==> src/rtl/dmem_arbiter_pkg.sv <==
// Shared arbitration definitions for the data-memory arbiter and the UART loader.
// Holds the one-bit state encoding and the default starvation/burst limits.
package dmem_arbiter_pkg;

   typedef enum logic {
      ARB_CPU   = 1'b0,
      ARB_BURST = 1'b1
   } arb_state_t;

   localparam int DEFAULT_MAX_WAIT  = 8;
   localparam int DEFAULT_BURST_MAX = 4;

   // Both limits are legal up to 255, so 8-bit counters cover every setting.
   localparam int CNT_W = 8;

endpackage

==> src/rtl/dmem_arbiter.sv <==
// Data-memory port arbiter between the MEM stage (CPU) and the UART loader (DMA).
// CPU has priority; a starvation counter forces short DMA bursts that stall the pipeline.
module dmem_arbiter
   import dmem_arbiter_pkg::*;
#(
   parameter int ADDR_W    = 32,
   parameter int DATA_W    = 32,
   parameter int MAX_WAIT  = DEFAULT_MAX_WAIT,
   parameter int BURST_MAX = DEFAULT_BURST_MAX
) (
   input  logic              clk,
   input  logic              reset,
   input  logic              cpu_rd,
   input  logic              cpu_wr,
   input  logic [ADDR_W-1:0] cpu_addr,
   input  logic [DATA_W-1:0] cpu_wdata,
   output logic [DATA_W-1:0] cpu_rdata,
   output logic              cpu_stall,
   input  logic              dma_req,
   input  logic              dma_wr,
   input  logic [ADDR_W-1:0] dma_addr,
   input  logic [DATA_W-1:0] dma_wdata,
   output logic              dma_gnt,
   output logic [DATA_W-1:0] dma_rdata,
   output logic              dma_rvalid,
   output logic              mem_rd,
   output logic              mem_wr,
   output logic [ADDR_W-1:0] mem_addr,
   output logic [DATA_W-1:0] mem_wdata,
   input  logic [DATA_W-1:0] mem_rdata,
   output logic              dma_owner
);

   localparam logic [CNT_W-1:0] MAX_WAIT_C  = CNT_W'(MAX_WAIT);
   localparam logic [CNT_W-1:0] BURST_MAX_C = CNT_W'(BURST_MAX);

   arb_state_t       state, state_nxt;
   logic [CNT_W-1:0] wait_cnt, wait_nxt;
   logic [CNT_W-1:0] burst_cnt, burst_nxt;
   logic             cpu_req;
   logic             grant;

   assign cpu_req = cpu_rd | cpu_wr;

   // NOTE: every signal written here gets a default first, so no path can infer a latch.
   always_comb begin
      state_nxt = state;
      burst_nxt = '0;
      grant     = 1'b0;
      wait_nxt  = wait_cnt;
      case (state)
         ARB_CPU: begin
            grant = dma_req & (~cpu_req | (wait_cnt == MAX_WAIT_C));
            if (grant & cpu_req) begin
               state_nxt = ARB_BURST;
               burst_nxt = CNT_W'(1);
            end
         end
         ARB_BURST: begin
            if (dma_req & (burst_cnt < BURST_MAX_C)) begin
               grant     = 1'b1;
               burst_nxt = burst_cnt + CNT_W'(1);
            end else begin
               // Exit cycle behaves like ARB_CPU with an empty wait count: CPU wins.
               state_nxt = ARB_CPU;
               grant     = dma_req & ~cpu_req;
            end
         end
         default: state_nxt = ARB_CPU;
      endcase

      if (!dma_req || grant) begin
         wait_nxt = '0;
      end else if (wait_cnt != MAX_WAIT_C) begin
         wait_nxt = wait_cnt + CNT_W'(1);
      end
   end

   // NOTE: strobes are gated with reset so memory and the pipeline see nothing while reset is low.
   always_comb begin
      dma_gnt   = reset & grant;
      cpu_stall = reset & grant & cpu_req;
      mem_rd    = reset & (grant ? ~dma_wr : cpu_rd);
      mem_wr    = reset & (grant ?  dma_wr : cpu_wr);
      mem_addr  = grant ? dma_addr  : cpu_addr;
      mem_wdata = grant ? dma_wdata : cpu_wdata;
   end

   assign cpu_rdata = mem_rdata;
   assign dma_owner = (state == ARB_BURST);

   // NOTE: state uses non-blocking assignments so every register samples pre-edge values.
   always_ff @(posedge clk or negedge reset) begin
      if (!reset) begin
         state      <= ARB_CPU;
         wait_cnt   <= '0;
         burst_cnt  <= '0;
         dma_rdata  <= '0;
         dma_rvalid <= 1'b0;
      end else begin
         state      <= state_nxt;
         wait_cnt   <= wait_nxt;
         burst_cnt  <= burst_nxt;
         dma_rvalid <= grant & ~dma_wr;
         if (grant & ~dma_wr) begin
            dma_rdata <= mem_rdata;
         end
      end
   end

endmodule

==> config.mk <==
export PLATFORM = sky130hd
export DESIGN_NAME = dmem_arbiter
export DESIGN_NICKNAME = d
export VERILOG_FILES = /design/src/rtl/dmem_arbiter_pkg.sv /design/src/rtl/dmem_arbiter.sv
export SDC_FILE = /design/constraint.sdc
export NUM_CORES = 1
export LEC_CHECK = 0
export CAP_MARGIN = 10
export CORE_AREA = 2 2 117 119
export CTS_BUF_LIST = sky130_fd_sc_hd__clkbuf_8
export DETAILED_ROUTE_END_ITERATION = 10
export DIE_AREA = 0 0 119 121
export PLACE_DENSITY = 0.66
export SLEW_MARGIN = 10
export SYNTH_ARGS = -nofsm -noshare
export SYNTH_HDL_FRONTEND = slang
export SYNTH_SLANG_ARGS = --single-unit
==> constraint.sdc <==
create_clock -name clk -period 4.3 [get_ports clk]
set_clock_uncertainty 0.1 [all_clocks]
set_input_delay 0.86 -clock clk [delete_from_list [all_inputs] [get_ports clk]]
set_output_delay 0.86 -clock clk [all_outputs]
set_load 0.05 [all_outputs]
==> impl_results.md <==
- Outcome: finished clean
- Routed vias: 2,896
- Layout cells sized above 1: between 30% and 40%
- Switching power: 0.000803 W
- Post-CTS Hold Buffers: 0
- Int Pwr: roughly 0.0011 W
- Clock share of power: between 10% and 20%
- Number of global-route vias before repair: a little over 3,000
- Area of the multi-input gates: between 1500 and 2000 µm²
- Hold Slack: 0.394 ns
- GRT Total Usage: between 10% and 20%
- TritonCTS buffer count: 5
- Initial DRC count: 59
- Flops & latches, synth: 50
- Dpl hpwl: about 10,000 µm
- CP required: ~3.3 ns
- Die area: about 14,000 µm²
- Top_reg_cell synth: dfrtp_1
- Setup TNS: 0 ns
- Largest area contributor in the netlist: dfrtp_1
- Final min period: slightly below 4 ns
- Worst slew pin tran: ~0.63 ns
- First-pass GRT wire length: about 18,000 µm
- Final core utilization: approximately 49%
- Rows: 42
- Post-CTS setup buffers: 0
- PD cells: roughly 300 nW/µm²
- Final period util: 92.3%
- Share of the synthesized area in the top cell type: 39.9%
- Initial antenna violation count: 0
- Final setup viols: 0
- GRT overflow: 0
- Total routed wirelength: 12,600 µm
- IO Port Bufs: 299
- Netlist cell types: 32
- Inserted Diodes: 0
- Nets@finish: between 600 and 700
- Final-layout fill cell count: about 1,200
- Worst-path maximum fanout: 38
- Met2 wire length: roughly 6300 µm
- IR drop worst, VDD: around 0.16 mV
- Tightest Hold Check Type: reg2reg
- WS Path Type: in2out
- CP max stage cell: or4_1
- Startpoint Class: input port
- Switching part of the total power: approximately two fifths
- CTS tree: yes
- Final Max Tran Viols: 0
- Crit path DAT: 3.01 ns
- Area grow syn2layout: 105%
- Top layer in use: met4
- Vias per cell: ~4.2
- RSZ-0062 raised after global routing: false
- Synth Warn #: 0
- Synthesized instance count: 246
- CTS sink count: 50
- Detailed Routing Iterations Pass 1: 4
- Met3 Wirelength: roughly 750 µm
- Finished Layout Cells: about 690
- Fin. Hold Viols: 0
- Leading cell types in the layout, fill and taps excluded: clkdlybuf4s50_1, mux2_2, dfrtp_1
- Die X-Extent: 119 µm
- Maxcap violations: 0
- Syn Std Cell Area: roughly 3100 µm²
- Critical-path cell list: clkdlybuf4s50_1 -> buf_4 -> nand2b_1 -> or4_1 -> and2_4 -> mux2_4 -> buf_12
- Sequential area share after synthesis: about two fifths
- Critical Path Sink Type: output port
- Commonest non-fill, non-tap cell in the layout: clkdlybuf4s50_1
- Length of routed wiring on met1: 5500 µm
- Largest net degree at the start of global routing: 77
- Wirelength per Cell: about 18 µm
- Skew-Pair Late Insertion Delay: between 0.2 and 0.3 ns
- Initial core utilization: 23.9%
- CTS root buf: clkbuf_8
- Buf+Inv Stages, Crit Path: 3
- Htree depth: 2
- Post-synth EDFFs: 0
- Reg area: between 1000 and 1500 µm²
- Placed Cells: 685
- Slowest stage delay, CP: 0.49 ns
- Routed Antenna Nets: 0
- CTS max path bufs: 2
- Placer Congestion: 0.860
- Critical path's top delay family: simple AND/OR/NAND/NOR gates
- Synth top area cells: dfrtp_1, mux2_2, mux2_4
- Ports: 300
- Drc violations: 0
- Post-synth ARST share: 100%
- CTS clock-pin slew for the worst setup and hold paths: 0.09 ns
- Leakage: 2.79 nW
- Average cell area after synthesis: around 13 µm²
- Relative slew slack: 57.5%
- Core area: around 13,000 µm²
- Share of power burned in registers: 29.8%
- Combinational share of power: 57.1%
- Highest clock rate: about 250 MHz
- Die height: roughly 120 µm
## metrics by stage
stage               cell area [µm²]  setup WS, ns  total power [W]
finish                         6410         0.332          0.00193
global route                   6410         0.249          0.00202
CTS                            6410        0.0877          0.00196
detailed placement             6330        0.0962          0.00169
global placement               6330         0.158          0.00168
floorplan                      3150         0.356          0.00122
## flip-flops by register name, summed over array words and instances (netlist names)
register and count:
dma_owner 1, burst_cnt 8, wait_cnt 8, dma_rvalid 1, dma_rdata 32
## worst reg2reg max path, delay by kind of cell (launching register included)
| family | cells | cell delay (ns) |
|---|---|---|
| simple gates | 2 | 1.16 |
| buf+inv | 2 | 0.44 |
| compound gates | 1 | 0.44 |
| flops | 1 | 0.43 |
| mux | 1 | 0.35 |
## cells by family after synthesis
| family | after synthesis | share of synthesized area (%) |
|---|---|---|
| AOI/OAI and AO/OA | 8 | 1.60 |
| xor gates and xnor gates | 6 | 1.68 |
| adders and majority gates | 3 | 1.20 |
| buffers and inverters | 49 | 11.0 |
| DFF | 50 | 39.9 |
| muxes | 97 | 38.2 |
| other | 1 | 0.120 |
| and+or+nand+nor | 32 | 6.27 |
## layout make-up
cell class / count / share of cell area (%)
multi-input cells: 152 / 24.6
well taps: 176 / 3.43
clock buffers: 5 / 1.07
repair buffers: 305 / 51.1
flip-flops and latches: 50 / 19.5
inverters: 3 / 0.176
clock inverters: 2 / 0.176
## synthesized netlist by cell type (2+ instances only)
library cell / n
nor4b_1: 2
nand2_1: 3
buf_4: 32
ha_1: 3
clkbuf_1: 2
mux2_4: 28
inv_1: 3
xnor2_1: 5
o21ai_0: 2
buf_6: 4
nand2b_1: 2
and3_1: 12
buf_2: 7
o21ai_1: 2
nand4_1: 2
mux2_2: 69
dfrtp_1: 50
nand3_1: 4
## power by group through the flow
stage               combinational [W]  clock, W  sequential (W)
floorplan                    0.000393         0        0.000822
global placement              0.00110         0        0.000582
detailed placement            0.00111         0        0.000586
CTS                           0.00111  0.000269        0.000578
global route                  0.00114  0.000293        0.000588
finish                        0.00110  0.000254        0.000576
## routing by layer
metal  up-vias  GRT usage (%)
li1       1379              -
met1      1382           22.4
met2       129           27.2
met3         6           3.34
met4         0           2.53
met5         -              0
## worst paths after layout
check	from	depth (start not counted)	to	slack, ns
max	dma_req	7	mem_wdata[27]	0.33
min	burst_cnt[0]	1	burst_cnt[0]	0.39
max reg2reg	wait_cnt[4]	6	dma_rdata[10]	1.27
min reg2reg	burst_cnt[0]	1	burst_cnt[0]	0.39
max in group asynchronous	reset	2	wait_cnt[4]	2.96
min in group asynchronous	reset	2	burst_cnt[5]	0.71
## what timing repair did
action	4_1_cts	5_1_grt
endpoints found under the hold margin	0	0
setup endpoints to repair	0	30
gates resized for setup	0	1
Note: power is estimated with default switching activity, not from simulation.
